==> src/rtl/turf_mode1_extract_if.sv <==
// Received TURF command stream plus the mode-1 byte AXI4-stream, bundled for turf_mode1_extract.
interface turf_mode1_extract_if;
    logic        command_locked_i;
    logic [31:0] command_i;
    logic        command_valid_i;
    logic [7:0]  mode1_tdata;
    logic        mode1_tvalid;
    logic        mode1_tready;
    logic [1:0]  mode1_tuser;

    modport master (
        output command_locked_i, command_i, command_valid_i, mode1_tready,
        input  mode1_tdata, mode1_tvalid, mode1_tuser
    );

    modport slave (
        input  command_locked_i, command_i, command_valid_i, mode1_tready,
        output mode1_tdata, mode1_tvalid, mode1_tuser
    );
endinterface

==> src/rtl/turf_mode1_extract.sv <==
// Extracts mode-1 payload bytes from TURF command words into a FWFT byte FIFO (AXI4-stream out).
// Optional macro TURF_MODE1_DROP_COUNT_EN enables the saturating dropped-command counter.
module turf_mode1_extract #(
    parameter int          FIFO_DEPTH     = 16,
    parameter logic [1:0]  CMD_TYPE_MODE1 = 2'b01
) (
    input  logic                          sysclk_i,
    input  logic                          sysclk_rst_i,
    turf_mode1_extract_if.slave           bus,
    output logic [$clog2(FIFO_DEPTH):0]   fifo_count_o,
    output logic                          overflow_o,
    output logic [15:0]                   dropped_count_o
);
    localparam int AW = $clog2(FIFO_DEPTH);

    logic [AW-1:0] wr_ptr, rd_ptr;
    logic [AW:0]   count;
    logic [9:0]    mem [FIFO_DEPTH];

    logic          stg_valid;
    logic [1:0]    stg_idx, stg_n;
    logic [23:0]   stg_data;
    logic          stg_sof, stg_eof;

    logic          flush, candidate, accept, drop;
    logic [1:0]    cmd_n;
    logic [AW:0]   free;
    logic          push, pop, stg_last;
    logic [7:0]    push_byte;
    logic [9:0]    push_word, head;
    logic          unused_cmd_bits;

    assign unused_cmd_bits = ^bus.command_i[29:28];

    assign flush     = !bus.command_locked_i;
    assign cmd_n     = bus.command_i[25:24];
    assign candidate = bus.command_valid_i && bus.command_locked_i &&
                       (bus.command_i[31:30] == CMD_TYPE_MODE1) && (cmd_n != 2'd0);
    assign free      = (AW+1)'(FIFO_DEPTH) - count;
    assign accept    = candidate && !stg_valid && (free >= (AW+1)'(cmd_n));
    assign drop      = candidate && !accept;

    assign push      = stg_valid;
    assign pop       = (count != '0) && bus.mode1_tready;
    assign stg_last  = (stg_idx == stg_n - 2'd1);

    always_comb begin
        push_byte = stg_data[7:0];
        case (stg_idx)
            2'd1:    push_byte = stg_data[15:8];
            2'd2:    push_byte = stg_data[23:16];
            default: push_byte = stg_data[7:0];
        endcase
    end

    // SOF belongs to byte0 only, EOF to the last byte of the command only
    assign push_word = {stg_eof && stg_last, stg_sof && (stg_idx == 2'd0), push_byte};

    assign head             = mem[rd_ptr];
    assign bus.mode1_tvalid = (count != '0);
    assign bus.mode1_tdata  = bus.mode1_tvalid ? head[7:0] : '0;
    assign bus.mode1_tuser  = bus.mode1_tvalid ? head[9:8] : '0;
    assign fifo_count_o     = count;

    always_ff @(posedge sysclk_i) begin
        if (push && !flush)
            mem[wr_ptr] <= push_word;
    end

    always_ff @(posedge sysclk_i or posedge sysclk_rst_i) begin
        if (sysclk_rst_i) begin
            wr_ptr     <= '0;
            rd_ptr     <= '0;
            count      <= '0;
            stg_valid  <= 1'b0;
            stg_idx    <= '0;
            stg_n      <= '0;
            stg_data   <= '0;
            stg_sof    <= 1'b0;
            stg_eof    <= 1'b0;
            overflow_o <= 1'b0;
        end else begin
            overflow_o <= drop;
            if (flush) begin
                wr_ptr    <= '0;
                rd_ptr    <= '0;
                count     <= '0;
                stg_valid <= 1'b0;
            end else begin
                if (push) wr_ptr <= wr_ptr + 1'b1;
                if (pop)  rd_ptr <= rd_ptr + 1'b1;
                case ({push, pop})
                    2'b10:   count <= count + 1'b1;
                    2'b01:   count <= count - 1'b1;
                    default: count <= count;
                endcase
                if (accept) begin
                    stg_valid <= 1'b1;
                    stg_idx   <= '0;
                    stg_n     <= cmd_n;
                    stg_data  <= bus.command_i[23:0];
                    stg_sof   <= bus.command_i[26];
                    stg_eof   <= bus.command_i[27];
                end else if (push) begin
                    if (stg_last) stg_valid <= 1'b0;
                    else          stg_idx   <= stg_idx + 2'd1;
                end
            end
        end
    end

`ifdef TURF_MODE1_DROP_COUNT_EN
    logic [15:0] drop_cnt;
    always_ff @(posedge sysclk_i or posedge sysclk_rst_i) begin
        if (sysclk_rst_i)
            drop_cnt <= '0;
        else if (drop && drop_cnt != '1)
            drop_cnt <= drop_cnt + 16'd1;
    end
    assign dropped_count_o = drop_cnt;
`else
    assign dropped_count_o = '0;
`endif
endmodule

==> src/flat_wrapper.sv <==
// flat-port wrapper written by rule: the top's interface ports become plain ports
module turf_mode1_extract_flat 
#(
    parameter int          FIFO_DEPTH     = 16,
    parameter logic [1:0]  CMD_TYPE_MODE1 = 2'b01
)
  (sysclk_i, sysclk_rst_i, fifo_count_o, overflow_o, dropped_count_o, bus_command_locked_i, bus_command_i, bus_command_valid_i, bus_mode1_tready, bus_mode1_tdata, bus_mode1_tvalid, bus_mode1_tuser);
  turf_mode1_extract_if bus_i ();
  input  logic sysclk_i;
  input  logic sysclk_rst_i;
  output logic [$clog2(FIFO_DEPTH):0] fifo_count_o;
  output logic overflow_o;
  output logic [15:0] dropped_count_o;
  input wire logic [$bits(bus_i.command_locked_i)-1:0] bus_command_locked_i;
  input wire logic [$bits(bus_i.command_i)-1:0] bus_command_i;
  input wire logic [$bits(bus_i.command_valid_i)-1:0] bus_command_valid_i;
  input wire logic [$bits(bus_i.mode1_tready)-1:0] bus_mode1_tready;
  output wire logic [$bits(bus_i.mode1_tdata)-1:0] bus_mode1_tdata;
  output wire logic [$bits(bus_i.mode1_tvalid)-1:0] bus_mode1_tvalid;
  output wire logic [$bits(bus_i.mode1_tuser)-1:0] bus_mode1_tuser;
  assign bus_i.command_locked_i = bus_command_locked_i;
  assign bus_i.command_i = bus_command_i;
  assign bus_i.command_valid_i = bus_command_valid_i;
  assign bus_i.mode1_tready = bus_mode1_tready;
  assign bus_mode1_tdata = bus_i.mode1_tdata;
  assign bus_mode1_tvalid = bus_i.mode1_tvalid;
  assign bus_mode1_tuser = bus_i.mode1_tuser;
  turf_mode1_extract #(.FIFO_DEPTH(FIFO_DEPTH), .CMD_TYPE_MODE1(CMD_TYPE_MODE1)) u_core (.sysclk_i(sysclk_i), .sysclk_rst_i(sysclk_rst_i), .bus(bus_i), .fifo_count_o(fifo_count_o), .overflow_o(overflow_o), .dropped_count_o(dropped_count_o));
endmodule
==> config.mk <==
export PLATFORM = sky130hd
export DESIGN_NAME = turf_mode1_extract_flat
export DESIGN_NICKNAME = d
export VERILOG_FILES = /design/src/rtl/turf_mode1_extract_if.sv /design/src/rtl/turf_mode1_extract.sv /design/src/flat_wrapper.sv
export SDC_FILE = /design/constraint.sdc
export NUM_CORES = 1
export LEC_CHECK = 0
export CAP_MARGIN = 20
export CORE_ASPECT_RATIO = 2
export CORE_MARGIN = 1
export CORE_UTILIZATION = 30
export DETAILED_ROUTE_END_ITERATION = 16
export SLEW_MARGIN = 40
export SYNTH_ARGS = -nofsm -noshare
export SYNTH_HDL_FRONTEND = slang
export SYNTH_SLANG_ARGS = --single-unit
==> constraint.sdc <==
create_clock -name sysclk_i -period 5.5 [get_ports sysclk_i]
set_clock_uncertainty 0.05 [all_clocks]
set_input_delay 1.375 -clock sysclk_i [delete_from_list [all_inputs] [get_ports sysclk_i]]
set_output_delay 1.375 -clock sysclk_i [all_outputs]
set_load 0.1 [all_outputs]
==> flow_metrics.env, run 1 <==
export IMPL_finalCritPeriodShare=0.826
export IMPL_wl_per_cell_um=18.0
export IMPL_cp_required_ns=4.07
export IMPL_grt_pass1_wl_um=27100
export IMPL_synth_edf_count=160
export IMPL_drive_gt1_frac=0.166
export IMPL_antenna_found_initial=0
export IMPL_crit_start="u_core.fifo_count_o[0]$_DFFE_PP0P_"
export IMPL_gp_congestion=0.759
export IMPL_drv_cap=0
export IMPL_comb_power_share=0.363
export IMPL_die_width_um=123
export IMPL_cp_arrival_ns=3.12
export IMPL_grt_usage=0.122
export IMPL_hold_buffers=0
export IMPL_diodes=0
export IMPL_min_from="u_core.stg_data[19]$_DFFE_PP0P_"
export IMPL_critPathKind="reg -> out"
export IMPL_yosys_warnings=0
export IMPL_path_clk_slew_ns=0.07
export IMPL_root_buffer="clkbuf_16"
export IMPL_seqPwrFrac=0.408
export IMPL_yosysUniqueCellTypes=46
export IMPL_clkPwrFrac=0.228
export IMPL_power_leakage_nw=3.58
export IMPL_numCtsBuffers=18
export IMPL_utilization=0.354
export IMPL_fp_coreArea_mm2=0.0290
export IMPL_cts_htree_levels=1
export IMPL_postCtsSetupRepairBufs=0
export IMPL_die_h_um=245
export IMPL_final_max_slew_viol_count=0
export IMPL_hold_depth=1
export IMPL_async_reset_ff_frac=0.220
export IMPL_status="finished, final reports clean"
export IMPL_timing_rr_end="u_core.fifo_count_o[4]$_DFFE_PP0P_"
export IMPL_synth_cells=563
export IMPL_synth_area_leaders="edfxtp_1 (54%), dfrtp_1 (13%), mux2i_1 (6.7%)"
export IMPL_slew_headroom=0.527
export IMPL_dr_pass1_iters=4
export IMPL_p_per_area_mw_per_mm2=536
export IMPL_synth_seq_area_share=0.671
export IMPL_whs_endpoint="u_core.stg_data[19]$_DFFE_PP0P_"
export IMPL_drc=0
export IMPL_clk_latency_ns=0.49
export IMPL_cts_path_max_buffers=3
export IMPL_via_per_inst=4.72
export IMPL_grt_pass1_vias=4866
export IMPL_cts_tree="done"
export IMPL_synth_cell_area_mm2=0.00884
export IMPL_worst_slew_pin_slew_ns=0.710
export IMPL_synth_flop_cell="edfxtp_1"
export IMPL_syn2layout_area_growth_pct=15.9
export IMPL_totalWireLength_um=17700
export IMPL_placed_area_mm2=0.00965
export IMPL_rrSetupSlack_ns=2.61
export IMPL_finalCriticalPeriod_ns=4.54
export IMPL_cts_resized=0
export IMPL_hold_violations=0
export IMPL_dp_hpwl_um=13000
export IMPL_worstPathMaxFanout=10
export IMPL_p_switching_mw=2.12
export IMPL_r2r_cells=10
export IMPL_rsz0062_at_grt="no"
export IMPL_synth_seq_cells=205
export IMPL_fmax_mhz=220
export IMPL_intPower_mw=3.38
export IMPL_rows=88
export IMPL_postLayoutCellArea_mm2=0.0102
export IMPL_finalSetupViolCount=0
export IMPL_final_nets=664
export IMPL_timing_hold_ws_ns=0.441
export IMPL_drtIter0Drc=175
export IMPL_cp_start_kind="flip-flop"
export IMPL_ir_worst_vdd_mv=0.381
export IMPL_grt_ovfl_total=0
export IMPL_synth_top_area_cell="edfxtp_1"
export IMPL_avgSynthCellArea_um2=15.7
export IMPL_start_util=0.305
export IMPL_numPortBuffers=51
export IMPL_die_area_mm2=0.0302
export IMPL_via_count=4652
export IMPL_synth_top_cell_area_share=0.544
export IMPL_p_sw_frac=0.385
export IMPL_crit_path_end_kind="primary output"
export IMPL_hp_class="reg -> reg"
export IMPL_reg2reg_from="u_core.fifo_count_o[0]$_DFFE_PP0P_"
export IMPL_ios=70
export IMPL_cts_sinks=205
export IMPL_ant_nets=0
export IMPL_grt_start_max_net_pins=46
==> power groups by stage <==
stage	registers, mW	logic, mW	clock network [mW]
final	2.24	2.00	1.25
after global routing	2.27	2.14	1.32
after CTS	2.24	2.04	1.28
after floorplan	2.30	1.46	0
after detailed placement	2.28	2.03	0
after global placement	2.30	1.98	0
==> synth_stat cells, drive strengths merged (12+ instances only) <==
library cell / count
mux2i: 59
nor2: 23
mux2: 28
inv: 14
dfrtp: 45
edfxtp: 160
buf: 34
and2: 20
nand3: 14
ha: 13
a21oi: 13
mux4: 12
a22oi: 29
nand2: 16
==> worst max-delay path by stage <==
| stage | endpoint | depth (start not counted) |
|---|---|---|
| after global routing | bus_mode1_tdata[1] | 9 |
| after global placement | bus_mode1_tdata[2] | 9 |
| after floorplan | bus_mode1_tuser[0] | 7 |
| final | bus_mode1_tdata[1] | 9 |
| after CTS | bus_mode1_tdata[2] | 9 |
| after detailed placement | bus_mode1_tdata[2] | 9 |
==> area by class of cell <==
type                            instances  area (um^2)
Clock buffer                           22          485
Clock inverter                         10          106
Fill cell                            2746        18700
Inverter                               14         55.1
Multi-Input combinational cell        315         2670
Sequential cell                       205         5930
Tap cell                              360          450
Timing Repair Buffer                   60          543
==> stage by stage <==
| stage | power [mW] | TNS (ns) | instances | setup WS, ns |
|---|---|---|---|---|
| 3_5_place_dp | 4.31 | 0 | 954 | 1.45 |
| 6_report | 5.49 | 0 | 986 | 0.957 |
| 2_1_floorplan | 3.76 | -2.36 | 578 | -0.563 |
| 4_1_cts | 5.56 | 0 | 986 | 0.920 |
| 5_1_grt | 5.72 | 0 | 986 | 0.815 |
| 3_3_place_gp | 4.28 | 0 | 953 | 1.48 |
==> worst max-delay path, stage by stage, from the launching register on <==
cell	delay [ns]
dfrtp_1	0.46
inv_1	0.13
ha_1	0.24
nor3b_1	0.15
ha_1	0.28
or2_2	0.45
a221oi_1	0.30
o21ai_0	0.15
nand2_1	0.13
buf_4	0.30
==> cell usage in the layout, fill, tap and decap left out, drive strengths merged, types with 2 or more instances in the layout <==
cell	n
a21oi	13
a221oi	5
a22o	2
a22oi	29
a311oi	2
a32oi	2
and2	20
and3	3
buf	26
clkbuf	22
clkdlybuf4s50	34
clkinv	5
conb	16
dfrtp	45
edfxtp	160
ha	13
inv	17
mux2	28
mux2i	59
mux4	12
nand2	16
nand2b	6
nand3	14
nor2	23
nor2b	4
nor3	6
nor3b	6
nor4	2
o21a	2
o21ai	11
o31ai	2
or2	2
xnor2	8
xor2	4
==> logic make-up (layout without fill, tap and decap cells) <==
| group | after synthesis | in the layout | synth area share |
|---|---|---|---|
| buf+inv | 58 | 106 | 0.0368 |
| compound gates | 70 | 70 | 0.0561 |
| mux | 99 | 99 | 0.142 |
| xor+xnor | 12 | 12 | 0.0119 |
| fa+ha+maj | 13 | 13 | 0.0184 |
| other cells | 1 | 16 | 0.000424 |
| flops | 205 | 205 | 0.671 |
| simple gates | 105 | 105 | 0.0640 |
==> registers in the layout, summed over array words and instances (netlist names) <==
register and flops:
u_core.stg_idx 2, u_core.stg_data 24, u_core.wr_ptr 4, u_core.rd_ptr 4, u_core.fifo_count_o 5, u_core.push 1
u_core.stg_sof 1, u_core.stg_eof 1, u_core.mem 160, u_core.stg_n 2, u_core.overflow_o 1
==> per-layer routing <==
metal  global-route usage  wire length (um)  up-vias  part of all wire
met2                0.254             10800      110              0.61
li1                     -                 -     2199                 -
met5                    0                 0        -                 0
met4               0.0656               831        0             0.047
met1                0.108              5680     2306              0.32
met3              0.00976               392       37             0.022
Note: power is estimated with default switching activity, not from simulation.
==> inputs of run 2 (changes only) <==
==> constraint.sdc (replaced) <==
create_clock -name sysclk_i -period 4.6 [get_ports sysclk_i]
set_clock_uncertainty 0.05 [all_clocks]
set_input_delay 1.15 -clock sysclk_i [delete_from_list [all_inputs] [get_ports sysclk_i]]
set_output_delay 1.15 -clock sysclk_i [all_outputs]
set_load 0.1 [all_outputs]
==> flow_metrics.env, run 2 (synthesis results as in run 1) <==
export IMPL_postLayoutCellArea_mm2=0.0103
export IMPL_multi_input_area_mm2=0.00267
export IMPL_wl_met2_um=11200
export IMPL_rsz0062_at_grt="no"
export IMPL_crit_path_end_kind="primary output"
export IMPL_cts_path_max_buffers=3
export IMPL_placed_cells=955
export IMPL_n_fill_cell=2725
export IMPL_postCtsSetupRepairBufs=0
export IMPL_path_clk_slew_ns=0.07
export IMPL_drc=0
export IMPL_worst_slack_ns=0.374
export IMPL_drv_cap=0
export IMPL_met1_length_um=6330
export IMPL_r2r_cells=10
export IMPL_final_nets=664
export IMPL_slew_headroom=0.480
export IMPL_via_per_inst=4.78
export IMPL_placed_area_mm2=0.00977
export IMPL_critPathKind="reg -> out"
export IMPL_diodes=0
export IMPL_largest_register_ffs=160
export IMPL_gp_congestion=0.726
export IMPL_numCtsBuffers=17
export IMPL_slowest_stage="dfrtp_1"
export IMPL_numPortBuffers=51
export IMPL_ir_worst_vdd_mv=0.410
export IMPL_final_max_slew_viol_count=0
export IMPL_antenna_found_initial=0
export IMPL_hold_violations=0
export IMPL_utilization=0.356
export IMPL_dr_pass1_iters=4
export IMPL_ios=70
export IMPL_worst_slew_pin_slew_ns=0.780
export IMPL_grt_pass1_vias=4761
export IMPL_start_util=0.305
export IMPL_via_count=4702
export IMPL_die_width_um=123
export IMPL_hold_depth=1
export IMPL_drive_gt1_frac=0.160
export IMPL_critical_path_cell_chain="inv_1, ha_1, nor3b_1, ha_1, or2_2, a221oi_1, o21ai_0, nand2_1, buf_12"
export IMPL_cpMostUsedCell="ha_1"
export IMPL_seq_area_mm2=0.00593
export IMPL_cts_resized=0
export IMPL_grt_start_max_net_pins=46
export IMPL_cp_start_kind="flip-flop"
export IMPL_rows=88
export IMPL_largest_register="u_core.mem"
export IMPL_wl_met3_um=395
export IMPL_wl_per_cell_um=18.7
export IMPL_dp_slack_ns=0.832
export IMPL_cts_htree_levels=1
export IMPL_cp_required_ns=3.40
export IMPL_cts_sinks=205
export IMPL_stdcell_count=984
export IMPL_dp_hpwl_um=13000
export IMPL_finalSetupViolCount=0
export IMPL_timing_hold_ws_ns=0.444
export IMPL_power_leakage_nw=3.58
export IMPL_finalCriticalPeriod_ns=4.23
export IMPL_syn2layout_area_growth_pct=16.5
export IMPL_worstPathMaxFanout=10
export IMPL_die_h_um=245
export IMPL_crit_path_max_incr_delay_ns=0.47
export IMPL_highest_layer="met4"
export IMPL_die_area_mm2=0.0302
export IMPL_p_per_area_mw_per_mm2=649
export IMPL_ant_nets=0
export IMPL_clk_latency_ns=0.49
export IMPL_hold_buffers=0
export IMPL_layout_commonest_cell="edfxtp_1"
export IMPL_grt_ovfl_total=0
export IMPL_cp_arrival_ns=3.03
export IMPL_hp_class="reg -> reg"
export IMPL_fp_coreArea_mm2=0.0290
export IMPL_cts_tree="done"
export IMPL_status="finished, final reports clean"
export IMPL_final_cell_mix="edfxtp_1 (160), mux2i_1 (59), dfrtp_1 (44)"
export IMPL_totalWireLength_um=18400
export IMPL_fmax_mhz=237
export IMPL_grt_usage=0.127
export IMPL_finalCritPeriodShare=0.919
export IMPL_grt_pass1_wl_um=28100
export IMPL_root_buffer="clkbuf_16"
export IMPL_drtIter0Drc=235
[run 2: final cells by class]
cell class                      count  area share
Timing Repair Buffer               61      0.0647
Sequential cell                   205       0.576
Inverter                           14     0.00535
Clock inverter                      9     0.00814
Clock buffer                       20      0.0424
Multi-Input combinational cell    315       0.259
Tap cell                          360      0.0438
[run 2: worst paths after layout]
check	startpoint	endpoint	slack (ns)
min in group asynchronous	sysclk_rst_i	u_core.fifo_count_o[3]$_DFFE_PP0P_	1.01
min reg2reg	u_core.stg_data[15]$_DFFE_PP0P_	u_core.stg_data[15]$_DFFE_PP0P_	0.44
max reg2reg	u_core.fifo_count_o[0]$_DFFE_PP0P_	u_core.fifo_count_o[4]$_DFFE_PP0P_	1.67
max	u_core.fifo_count_o[0]$_DFFE_PP0P_	bus_mode1_tdata[2]	0.37
min	u_core.stg_data[15]$_DFFE_PP0P_	u_core.stg_data[15]$_DFFE_PP0P_	0.44
max in group asynchronous	sysclk_rst_i	u_core.stg_data[4]$_DFFE_PP0P_	3.05
[run 2: metal layers]
layer	track usage	up-vias
li1	-	2193
met1	0.124	2382
met5	0	-
met2	0.262	106
met4	0.0482	0
met3	0.0112	21
[run 2: through the flow]
stage | total power [mW] | TNS [ns]
3_3_place_gp | 5.35 | 0
6_report | 6.69 | 0
3_5_place_dp | 5.38 | 0
4_1_cts | 6.76 | 0
5_1_grt | 6.97 | 0
2_1_floorplan | 4.51 | -1.89
[run 2: report_power, final]
part	total, mW	leakage [nW]	switching, mW	internal, mW
clock	1.39	0.248	0.641	0.747
combinational	2.62	1.32	1.73	0.890
sequential	2.68	2.02	0.184	2.50
[run 2: critical path: cells and delay by family, from the launching register on]
kind	cells	cell delay, ns
AOI/OAI and AO/OA	2	0.38
adders and majority gates	2	0.53
buffers and inverters	2	0.34
and+or+nand+nor	3	0.81
DFF	1	0.47
==> inputs of run 3 (changes only) <==
--- a/config.mk
+++ b/config.mk
@@ -7,7 +7,7 @@
 export LEC_CHECK = 0
 export CAP_MARGIN = 20
 export CORE_ASPECT_RATIO = 2
-export CORE_MARGIN = 1
+export CORE_MARGIN = 2
 export CORE_UTILIZATION = 30
 export DETAILED_ROUTE_END_ITERATION = 16
 export SLEW_MARGIN = 40
==> constraint.sdc (replaced) <==
create_clock -name sysclk_i -period 4.75 [get_ports sysclk_i]
set_clock_uncertainty 0.05 [all_clocks]
set_input_delay 1.1875 -clock sysclk_i [delete_from_list [all_inputs] [get_ports sysclk_i]]
set_output_delay 1.1875 -clock sysclk_i [all_outputs]
set_load 0.1 [all_outputs]
==> flow_metrics.env, run 3 (synthesis results as in run 1) <==
export IMPL_status="finished, final reports clean"
export IMPL_critPathKind="reg -> out"
export IMPL_ir_worst_vdd_mv=0.407
export IMPL_numPortBuffers=51
export IMPL_final_nets=666
export IMPL_r2r_cells=10
export IMPL_layout_commonest_cell="edfxtp_1"
export IMPL_grt_start_max_net_pins=46
export IMPL_dr_pass1_iters=4
export IMPL_drv_cap=0
export IMPL_multi_input_area_mm2=0.00267
export IMPL_clk_latency_ns=0.49
export IMPL_worstPathMaxFanout=10
export IMPL_cts_htree_levels=1
export IMPL_final_max_slew_viol_count=0
export IMPL_grt_pass1_vias=4978
export IMPL_placed_area_mm2=0.00975
export IMPL_cp_required_ns=3.51
export IMPL_syn2layout_area_growth_pct=17.1
export IMPL_finalCriticalPeriod_ns=4.26
export IMPL_via_count=4726
export IMPL_cts_path_max_buffers=3
export IMPL_grt_usage=0.120
export IMPL_power_leakage_nw=3.62
export IMPL_whs_endpoint="u_core.stg_data[14]$_DFFE_PP0P_"
export IMPL_antenna_found_initial=0
export IMPL_finalSetupViolCount=0
export IMPL_p_per_area_mw_per_mm2=634
export IMPL_die_area_mm2=0.0309
export IMPL_wl_per_cell_um=18.4
export IMPL_slew_headroom=0.494
export IMPL_rows=88
export IMPL_via_per_inst=4.78
export IMPL_reg2reg_from="u_core.fifo_count_o[0]$_DFFE_PP0P_"
export IMPL_fmax_mhz=235
export IMPL_final_cell_mix="edfxtp_1 (160), mux2i_1 (59), dfrtp_1 (44)"
export IMPL_min_from="u_core.stg_data[14]$_DFFE_PP0P_"
export IMPL_die_width_um=125
export IMPL_cts_resized=0
export IMPL_hold_violations=0
export IMPL_dp_hpwl_um=13100
export IMPL_drc=0
export IMPL_hp_class="reg -> reg"
export IMPL_largest_register="u_core.mem"
export IMPL_numCtsBuffers=18
export IMPL_totalWireLength_um=18200
export IMPL_crit_path_end_kind="primary output"
export IMPL_postLayoutCellArea_mm2=0.0104
export IMPL_hold_depth=1
export IMPL_placed_cells=956
export IMPL_utilization=0.358
export IMPL_n_fill_cell=2769
export IMPL_stdcell_count=988
export IMPL_ios=70
export IMPL_drtIter0Drc=220
export IMPL_rsz0062_at_grt="no"
export IMPL_worst_slew_pin_slew_ns=0.759
export IMPL_fp_coreArea_mm2=0.0290
export IMPL_timing_rr_end="u_core.fifo_count_o[4]$_DFFE_PP0P_"
export IMPL_finalCritPeriodShare=0.897
export IMPL_start_util=0.305
export IMPL_cts_tree="done"
export IMPL_hold_buffers=0
export IMPL_postCtsSetupRepairBufs=0
export IMPL_gp_congestion=0.773
export IMPL_die_h_um=247
export IMPL_rrSetupSlack_ns=1.88
export IMPL_grt_pass1_wl_um=28300
export IMPL_path_clk_slew_ns=0.07
export IMPL_seq_area_mm2=0.00593
export IMPL_grt_ovfl_total=0
export IMPL_cp_arrival_ns=3.02
export IMPL_ant_nets=0
export IMPL_cts_sinks=205
export IMPL_largest_register_ffs=160
export IMPL_diodes=0
export IMPL_drive_gt1_frac=0.170
export IMPL_root_buffer="clkbuf_16"
export IMPL_cp_start_kind="flip-flop"
## run 3: metrics by stage
step / hold WS (ns) / setup slack, ns / power (mW) / TNS, ns
after floorplan: 0.409 / -0.297 / 4.37 / -1.33
after global placement: 0.421 / 0.966 / 5.12 / 0
after detailed placement: 0.430 / 0.958 / 5.17 / 0
after CTS: 0.445 / 0.419 / 6.67 / 0
after global routing: 0.468 / 0.335 / 6.88 / 0
final: 0.438 / 0.489 / 6.57 / 0
## run 3: how the worst max path moves through the flow
stage | startpoint | end | slack (ns)
final | u_core.fifo_count_o[0]$_DFFE_PP0P_ | bus_mode1_tdata[2] | 0.49
after global routing | u_core.fifo_count_o[1]$_DFFE_PP0P_ | bus_mode1_tdata[2] | 0.33
after CTS | u_core.fifo_count_o[0]$_DFFE_PP0P_ | bus_mode1_tdata[2] | 0.42
after detailed placement | u_core.fifo_count_o[0]$_DFFE_PP0P_ | bus_mode1_tdata[2] | 0.96
after global placement | u_core.fifo_count_o[0]$_DFFE_PP0P_ | bus_mode1_tdata[2] | 0.97
after floorplan | u_core.fifo_count_o[0]$_DFFE_PP0P_ | bus_mode1_tuser[0] | -0.30
## run 3: metal layers
layer	share of wire	global-route usage	vias up
li1	-	-	2207
met1	0.32	0.110	2373
met2	0.61	0.250	110
met3	0.025	0.00995	36
met4	0.045	0.0647	0
met5	0	0	-
## run 3: worst max-delay path, cell delays in order (launching register included)
cell      delay [ns]
dfrtp_1         0.46
inv_1           0.14
ha_1            0.24
nor3b_1         0.14
ha_1            0.27
or2_2           0.46
a221oi_1        0.24
o21ai_0         0.12
nand2_1         0.23
buf_12          0.21
## run 3: area by class of cell
type,instances,area share
sequential,205,0.573
clock inverter,11,0.0120
inverter,14,0.00532
tap,360,0.0435
clock buffer,21,0.0466
timing repair buffer,62,0.0614
multi-input combinational,315,0.258
## run 3: where the power goes
part	internal (mW)	switching (mW)	leakage, nW
Clock	0.848	0.647	0.289
Sequential	2.42	0.184	2.02
Combinational	0.820	1.65	1.31
